==> src/rtl/seq_det_param.sv <==
// Parametrised Mealy serial pattern detector with run-time pattern load and saturating match counter.
// Define SEQ_DET_REG_OUT_EN to register y (one clock of latency); by default y is combinational.
//
// state | meaning
// ------+-------------------------------------------------------------
// HUNT  | fewer than PAT_W-1 bits accepted since the last restart
// ARMED | history holds PAT_W-1 bits; the next accepted bit may match
module seq_det_param #(
    parameter int unsigned       PAT_W   = 4,
    parameter logic [PAT_W-1:0]  PAT_RST = 4'b1010,
    parameter int unsigned       CNT_W   = 8
) (
    input  logic             clk,
    input  logic             rst,
    input  logic             x_valid,
    input  logic             x,
    input  logic             overlap,
    input  logic             load,
    input  logic [PAT_W-1:0] pat_in,
    input  logic             clr_cnt,
    output logic             y,
    output logic [CNT_W-1:0] match_cnt,
    output logic             cnt_sat
);

    localparam int unsigned      FW       = $clog2(PAT_W);
    localparam logic [FW-1:0]    FILL_MAX = FW'(PAT_W - 1);
    localparam logic [CNT_W-1:0] CNT_MAX  = '1;

    typedef enum logic {HUNT = 1'b0, ARMED = 1'b1} state_t;

    state_t             state_q, state_d;
    logic [PAT_W-1:0]   pat_q, pat_d;
    logic [PAT_W-2:0]   hist_q, hist_d;
    logic [FW-1:0]      fill_q, fill_d;
    logic [CNT_W-1:0]   cnt_q, cnt_d;
    logic               sat_q, sat_d;

    logic               accept;
    logic               match;
    logic [PAT_W-1:0]   window;

    // The full window doubles as the shifted history: its low PAT_W-1 bits are the next hist.
    assign window = {hist_q, x};
    assign accept = x_valid & ~load;
    assign match  = (state_q == ARMED) && accept && (window == pat_q);

    always_ff @(posedge clk or negedge rst) begin
        if (!rst) begin
            state_q <= HUNT;
            pat_q   <= PAT_RST;
            hist_q  <= '0;
            fill_q  <= '0;
            cnt_q   <= '0;
            sat_q   <= 1'b0;
        end else begin
            state_q <= state_d;
            pat_q   <= pat_d;
            hist_q  <= hist_d;
            fill_q  <= fill_d;
            cnt_q   <= cnt_d;
            sat_q   <= sat_d;
        end
    end

    always_comb begin
        state_d = state_q;
        pat_d   = pat_q;
        hist_d  = hist_q;
        fill_d  = fill_q;
        cnt_d   = cnt_q;

        if (load) begin
            pat_d   = pat_in;
            hist_d  = '0;
            fill_d  = '0;
            state_d = HUNT;
        end else if (accept) begin
            if (match && !overlap) begin
                hist_d  = '0;
                fill_d  = '0;
                state_d = HUNT;
            end else begin
                hist_d  = window[PAT_W-2:0];
                fill_d  = (fill_q == FILL_MAX) ? fill_q : fill_q + FW'(1);
                state_d = (fill_d == FILL_MAX) ? ARMED : HUNT;
            end
        end

        // A clear beats a coincident match; that match is dropped from the count.
        if (clr_cnt) begin
            cnt_d = '0;
        end else if (match && (cnt_q != CNT_MAX)) begin
            cnt_d = cnt_q + CNT_W'(1);
        end
        sat_d = (cnt_d == CNT_MAX);
    end

    assign match_cnt = cnt_q;
    assign cnt_sat   = sat_q;

`ifdef SEQ_DET_REG_OUT_EN
    logic y_q;

    always_ff @(posedge clk or negedge rst) begin
        if (!rst) begin
            y_q <= 1'b0;
        end else begin
            y_q <= match;
        end
    end

    assign y = y_q;
`else
    assign y = match;
`endif

endmodule

==> config.mk <==
export PLATFORM = sky130hd
export DESIGN_NAME = seq_det_param
export DESIGN_NICKNAME = d
export VERILOG_FILES = /design/src/rtl/seq_det_param.sv
export SDC_FILE = /design/constraint.sdc
export NUM_CORES = 1
export LEC_CHECK = 0
export ABC_CLOCK_PERIOD_IN_PS = 3800
export BUFFER_PORTS_ARGS = -buffer_cell sky130_fd_sc_hd__buf_2
export CAP_MARGIN = 20
export CORE_MARGIN = 8
export CORE_UTILIZATION = 30
export DETAILED_ROUTE_END_ITERATION = 7
export GPL_TIMING_DRIVEN = 0
export PLACE_DENSITY = 0.55
export SLEW_MARGIN = 5
export SYNTH_ARGS = -nofsm -noshare
export SYNTH_HDL_FRONTEND = slang
export SYNTH_SLANG_ARGS = --single-unit
==> constraint.sdc <==
create_clock -name clk -period 3.8 [get_ports clk]
set_clock_uncertainty 0.05 [all_clocks]
set_input_delay 0.76 -clock clk [delete_from_list [all_inputs] [get_ports clk]]
set_output_delay 0.76 -clock clk [all_outputs]
set_load 0.1 [all_outputs]
==> impl_summary.md, run 1 <==
CTS
The number of sinks driven by the clock tree is 19. The count of hold-fix buffers inserted at cts is 0. CTS built an H-tree with a depth of 1. The root buffer selected by CTS is clkbuf_4. The number of post-CTS setup repair buffers is 0.

The number of clock buffers added by TritonCTS is 3. The number of buffers on the longest clock path is 2. TritonCTS built the clock tree.

Clock-pin slew was measured on the worst setup and hold paths at 120 ps. Gates resized during post-CTS repair numbered 0. At the later pin of the worst-skew pair, clock insertion delay measures 300 ps.

Die
The width of the die is 74.3 µm. The number of rows created at floorplan is 21. The floorplan step defined a die boundary enclosing 5520 µm². Pin placement for this block handled 21 I/O pins. The starting utilization of the core area is 0.308. The core region is 3310 µm². Measured along the y axis, the die boundary spans 74.3 µm.

Yosys
The count of yosys warnings during synthesis is 0. Counting flops and latches in the post-synthesis netlist gives 19. The average cell area after synthesis is 12.1 µm². The main flop type after synthesis is dfrtp_1. The synthesized netlist net count is 96. The post-synthesis instance total is 84. The distinct cell type count after synthesis is 33. The fraction of synthesis flops using an asynchronous set or reset pin is 1.00. The synthesized design contains 0 enable-type register cells. After synthesis the cells add up to 1020 µm².

The share of the Yosys chip area taken by registers is 0.469.

Route
The via count is 731. After the first detailed-routing iteration, the DRC count stood at 57. In the detailed route, the total length drawn on met2 is 922 µm. The detailed-router iteration count before antenna repair is 4.

The count of nets left with antenna violations once routing finished came out at 0. The via count normalized by instance count is 4.78. In the final routing, the length of wire on met1 measures 839 µm. The routed length on met3 is 177 µm. The highest layer touched by signal routing is met4.

For this run, design rule violations remaining after detail routing come to 0. The detail-routed net length per standard cell is 12.7 µm. The final wirelength is 1950 µm.

Pwr
In this run the power density over the cells is 302 nW/µm². The design draws 363 µW. The analysis attributes to cell leakage a power of 0.000529 µW.

The worst-case IR drop observed on VDD is 0.263 mV.

GRT
Entering global routing, the biggest net connects 20 pins. The first-pass GRT wire length is 3450 µm. In the global route stage, overall resource usage came out at 0.0809. Global routing finished with a remaining overflow of 0. The initial antenna violation count is 0. The via count of the first global-routing pass is 778.

Critical path
The slack of the worst reg-to-reg path is 1750 ps. The critical path ends at y. Data on the critical path is required at its endpoint by 2990 ps. STA classifies the critical path endpoint as an output pin.

The critical path launch point type is an input pin. The type of the setup path with the least slack is input pin to output pin. The timing startpoint of the critical path is x.

The endpoint identified for the worst register-to-register timing path is cnt_sat. The worst-path maximum fanout is 6. The launching point of the worst reg2reg path is match_cnt[1]. The data arrival time of the critical path is 1850 ps. The worst reg2reg path depth is 7.

Timing
The number of hold-slack violations in the final timing report is 0. In this run the tightest slew margin relative to its limit is 0.676. The final-layout setup total negative slack is 0 ps. The number of slew-limit violations in the final report is 0. Based on the critical path, the design can be clocked at up to 0.376 GHz. In the finished design, the share of the clock period the worst path needs comes to 0.700. Setup violations remaining at the end of the flow were counted as 0. The worst-case setup margin in the final layout is 1140 ps.

The slew at the pin closest to its max-slew limit is 489 ps. The shortest clock period the worst path allows after layout is 2660 ps. Setup repair after global routing left no endpoint under its margin.

Layout
At the end of the flow the core is filled with cells to 0.362. The area growth from synthesis to final layout is 17.7%. The fraction of final layout cells with drive strength greater than 1 is 0.383. The final cell area excluding filler cells is 1200 µm².

The final-stage net count is 120. The count of antenna diodes in the layout is 0. The library cells used most frequently in the layout, excluding fill and tap cells, are 19 x buf_2, 17 x dfrtp_1, 10 x nor2_1.

The library cell used most frequently in the layout, excluding fill and tap cells, is buf_2.

Place
The final estimated routing congestion in global placement is 0.764. The detailed-placement wirelength estimate is 1530 µm. The placed instances occupy a cell area of 1170 µm². The number of buffers added on ports is 19. OpenSTA, run right after detailed placement, puts the worst setup slack at 1120 ps.

Outcome
The run finished with clean final reports.

Min path
The classification of the worst-slack hold path is input pin to asynchronous set/reset pin.

Job
The number of max-cap violations is 0.
[layout make-up]
cell class	count	area [µm²]
fillers	362	2110
multi-input cells	64	537
flip-flops and latches	19	478
repair buffers	19	95.1
well taps	46	57.6
clock buffers	3	22.5
clock inverters	1	5.00
plain buffers	1	3.75
[stage by stage]
step / hold slack [ps] / instances
after floorplan: 414 / 84
after global placement: 455 / 149
after detailed placement: 476 / 149
after CTS: 326 / 153
after global routing: 339 / 153
final: 318 / 153
[cells by family (layout without fill, tap and decap cells)]
| logic type | Yosys count | after routing | share of synthesized area |
|---|---|---|---|
| simple gates | 37 | 37 | 0.269 |
| buf+inv | 1 | 24 | 0.00368 |
| xor+xnor | 9 | 9 | 0.107 |
| compound gates | 12 | 12 | 0.0848 |
| mux | 5 | 5 | 0.0541 |
| flops | 19 | 19 | 0.469 |
| fa+ha+maj | 1 | 1 | 0.0123 |
[how the worst min path moves through the flow]
stage / startpoint / endpoint / slack [ps] / depth (start not counted)
floorplan: rst / cnt_sat / 410 / 0
global placement: fill_q[0] / fill_q[1] / 460 / 2
detailed placement: fill_q[0] / fill_q[0] / 480 / 1
CTS: rst / match_cnt[1] / 330 / 1
global route: rst / match_cnt[1] / 340 / 1
finish: rst / match_cnt[1] / 320 / 1
[per-layer routing]
metal,global-route usage,vias to the layer above
met1,0.0946,354
met2,0.131,24
met5,0,-
met4,0.0152,0
li1,-,351
met3,0.0404,2
[synthesized netlist by cell type, drive strengths merged (2+ instances only)]
| cell type | number | area [µm²] |
|---|---|---|
| nor4 | 2 | 18.8 |
| nor2b | 3 | 26.3 |
| dfrtp | 17 | 425 |
| nand3 | 6 | 55.1 |
| xnor2 | 6 | 82.6 |
| xor2 | 3 | 26.3 |
| dfstp | 2 | 52.6 |
| mux2 | 4 | 45.0 |
| nand3b | 2 | 15.0 |
| nor3 | 3 | 37.5 |
| a22o | 5 | 43.8 |
| a21oi | 4 | 20.0 |
| nor2 | 10 | 37.5 |
| nand2 | 3 | 11.3 |
[critical path, stage by stage]
cell and delay, ps:
buf_2 120, xnor2_2 170, nand3_4 140, nor2_1 200, buf_2 460
[sequential cells by signal, indices dropped and copies added, names as in the netlist]
register	count
cnt_sat	1
pat_q	4
fill_q	2
match_cnt	8
hist_q	3
state_q	1
[where the power goes]
group,switching (µW),leakage [µW],internal [µW]
logic,20.9,0.000259,20.1
clock network,64.1,0.0000177,39.2
registers,7.30,0.000252,211
Power figures use the tool's default switching activity.
==> run 2: changes to the inputs <==
--- a/config.mk
+++ b/config.mk
@@ -5,14 +5,15 @@
 export SDC_FILE = /design/constraint.sdc
 export NUM_CORES = 1
 export LEC_CHECK = 0
-export ABC_CLOCK_PERIOD_IN_PS = 3800
+export ABC_AREA = 1
+export ABC_CLOCK_PERIOD_IN_PS = 2310
 export BUFFER_PORTS_ARGS = -buffer_cell sky130_fd_sc_hd__buf_2
 export CAP_MARGIN = 20
 export CORE_MARGIN = 8
 export CORE_UTILIZATION = 30
 export DETAILED_ROUTE_END_ITERATION = 7
 export GPL_TIMING_DRIVEN = 0
-export PLACE_DENSITY = 0.55
+export PLACE_DENSITY = 0.56
 export SLEW_MARGIN = 5
 export SYNTH_ARGS = -nofsm -noshare
 export SYNTH_HDL_FRONTEND = slang
==> constraint.sdc (replaced) <==
create_clock -name clk -period 2.31 [get_ports clk]
set_clock_uncertainty 0.05 [all_clocks]
set_input_delay 0.462 -clock clk [delete_from_list [all_inputs] [get_ports clk]]
set_output_delay 0.462 -clock clk [all_outputs]
set_load 0.1 [all_outputs]
==> impl_summary.md, run 2 <==
Route
After detailed routing, the met3 layer carries 51 µm of wire. Summing over every cut layer, the via total after detailed routing is 1,001. The met2 wire length is 1130 µm. The detailed-router iteration count before antenna repair is 4. The post-route DRC violation count is 0. The final wirelength is 2420 µm. The remaining number of nets flagged by the antenna check after routing is 0.

The number of DRC violations after detailed-routing iteration 0 is 59. The uppermost layer routed is met4. In the final routing, the length of wire on met1 measures 1190 µm. Dividing the detail-routed wire length by the instance count gives 10.6 µm.

Using the TritonRoute via totals, the vias-per-cell ratio works out to 4.41.

Place
Buffers placed on the I/O ports in this run total 19. At the end of routability-driven placement, the weighted congestion stood at 0.769. The wire-length estimate of the detail-placed layout is 1920 µm. The number of cells in the design after placement is 223. The pre-CTS worst setup slack is 157 ps.

Timing
The number of slew-limit violations in the final report is 0. The shortest clock period the worst path allows after layout is 2140 ps. Summed over all failing endpoints, the final setup total negative slack is 0 ps.

In the finished design, the share of the clock period the worst path needs comes to 0.928. Measured against its own limit, the worst slew margin works out to 0.676. For the pin with the worst max-slew slack, the measured transition is 484 ps. The number of hold-slack violations in the final timing report came to 0. The total of endpoints with negative setup slack in the final report is 0. The top achievable clock speed is 0.467 GHz.

Setup repair after global routing left no endpoint under its margin. The worst path meets setup with 167 ps of slack. Hold is met by 91.6 ps.

CTS
The number of buffers created by CTS is 3. In this run the deepest clock path goes through 2 buffers. TritonCTS built the clock tree.

The clock reaches the later pin of the worst-skew pair after 250 ps. The root buffer selected by CTS is clkbuf_8. The clock edge transition at the registers on the reported setup and hold paths is 70 ps. The number of H-tree branching levels is 1. Clock tree synthesis found a total of 19 sinks.

Outcome
The flow ran to the end, and the final reports show no timing, DRC or antenna violations.

Layout
The number of antenna diodes in the final layout is 0. For this run, the post-layout net count is 192. In the final layout, the share of cells above drive strength 1 is 0.229.

The register with the most flip-flops in the layout has 8 of them. Relative to the synthesized area, the layout overhead comes to 18.4%. The final non-filler cell total is 227. The library cells used most frequently in the layout, excluding fill and tap cells, are 51 x nand2_1, 26 x inv_1, 18 x buf_2. The most common cell after layout, fill and taps aside is nand2_1.

Yosys
The count of yosys warnings during synthesis is 0. The sequential element share of the synthesized area is 0.417. The most instantiated library cell after synthesis is nand2_1. The combined area of all synthesized cells is 1150 µm². The synthesized netlist net count is 168. Of the post-synthesis cell area, the dominant cell type holds 0.371.

The fraction of synthesis flops using an asynchronous set or reset pin is 1.00. The number of different library cells used by synthesis comes to 25. The post-synthesis instance total is 156. The cell taking the most area after synthesis is dfrtp_1. The synthesized design contains 19 register bits. In the post-synthesis netlist, the biggest area contributors are dfrtp_1 37%, nand2_1 17%, inv_1 8.5%.

The average instance in the mapped netlist occupies 7.35 µm². After synthesis, the most frequently instantiated cells are 51 x nand2_1, 26 x inv_1, 17 x dfrtp_1, 13 x nor2_1, 10 x nand3_1. The main flop type after synthesis is dfrtp_1. The synthesized design contains 0 enable-type register cells.

Critical path
The capturing element type of the critical path is an output pin. Among all stages on the critical path, the largest delay is contributed by dfstp_2. The worst setup path is of the flip-flop to output pin kind. For this run, the slowest stage of the critical path takes 520 ps.

STA classifies the critical path startpoint as a flip-flop. The required time at the endpoint of the critical path is 1800 ps. The slack of the worst reg-to-reg path is 570 ps.

The critical path goes through inv_1 > a21oi_2 > nand3_4 > nor2_8 > buf_6. Of all nets on the critical path, the largest fanout is 10. Data arrives at the worst endpoint at 1630 ps.

GRT
The via count of the first global-routing pass was 1,080. The first-pass GRT wire length is 4690 µm. For this run, the total global-route usage over all layers was measured as 0.0909. Summed over all layers, the global routing overflow is 0. The initial antenna violation count is 0. The pin count of the biggest net entering global routing is 20.

Pwr
The worst IR drop on VDD is 0.207 mV. For this design the static power due to leakage is 0.000731 µW. The overall power of the completed layout is 660 µW. For this design the ratio of total power to cell area is 486 nW/µm².

Die
The floorplan die area is 6060 µm². In this run the vertical extent of the chip is 77.8 µm. The core region is 3660 µm². For this configuration, the core starts out at a cell density of 0.313. The number of rows created at floorplan is 22.

The width of the die is 77.8 µm. For this design the top-level I/O count stands at 21.

Min path
The tightest min-delay check is of the input pin to asynchronous set/reset pin type.

Job
Max-cap violations in this run came to 0.
-- run 2: changes by cell type in the layout (fill, tap and decap cells not counted), sizes merged, moves of 4 or more --
| cell | previous run | this run |
|---|---|---|
| o21ai | 1 | 7 |
| nor2 | 10 | 18 |
| inv | 0 | 28 |
| o22ai | 0 | 4 |
| nand3 | 6 | 12 |
| a22o | 5 | 0 |
| nand2 | 3 | 53 |
| mux2 | 4 | 0 |
| xnor2 | 6 | 0 |
-- run 2: final timing paths --
path                                    from  endpoint  cells after the start
worst min-delay path                     rst  pat_q[0]                      1
max in group asynchronous                rst  pat_q[3]                      1
worst max register to register  match_cnt[0]   cnt_sat                     10
worst max-delay path                pat_q[3]         y                      5
min in group clk                        load  pat_q[1]                      2
worst min register to register      pat_q[1]  pat_q[1]                      2
-- run 2: logic make-up after synthesis --
| logic type | share of synthesized area |
|---|---|
| buffers and inverters | 0.101 |
| and+or+nand+nor | 0.373 |
| DFF | 0.417 |
| AOI/OAI and AO/OA | 0.0829 |
| xor gates and xnor gates | 0.0153 |
| adders and majority gates | 0.0109 |
-- run 2: area by class of cell --
type,count,area (µm²)
Clock buffer,4,45.0
Fill cell,383,2300
Tap cell,48,60.1
Buffer,1,11.3
Inverter,28,105
Timing Repair Buffer,19,101
Multi-Input combinational cell,108,557
Sequential cell,19,479
-- run 2: repair_timing --
item	in CTS	in global routing
setup endpoints to repair	1	1
hold buffers	0	0
gates resized for setup	1	2
setup buffers	0	0
-- run 2: worst max-delay path, delay by kind of cell (launching register included) --
kind                   cells  cell delay [ps]
flip-flops                 1              520
AND/OR/NAND/NOR            2              310
buffers and inverters      2              330
AO/OA/AOI/OAI              1              200
-- run 2: metrics by stage --
step	util	area, µm²
after CTS	0.369	1350
final	0.371	1360
after floorplan	-	1150
after global placement	0.356	1300
after global routing	0.371	1360
after detailed placement	0.356	1300
-- run 2: power breakdown --
group          switching [µW]  internal, µW  total [µW]
clock network             110           122         233
registers                6.04           346         352
logic                    51.6          24.2        75.8
-- run 2: routing by layer --
metal | vias to the layer above | track usage
met1 | 453 | 0.112
met5 | - | 0
met2 | 13 | 0.150
li1 | 531 | -
met3 | 4 | 0.0115
met4 | 0 | 0.0491
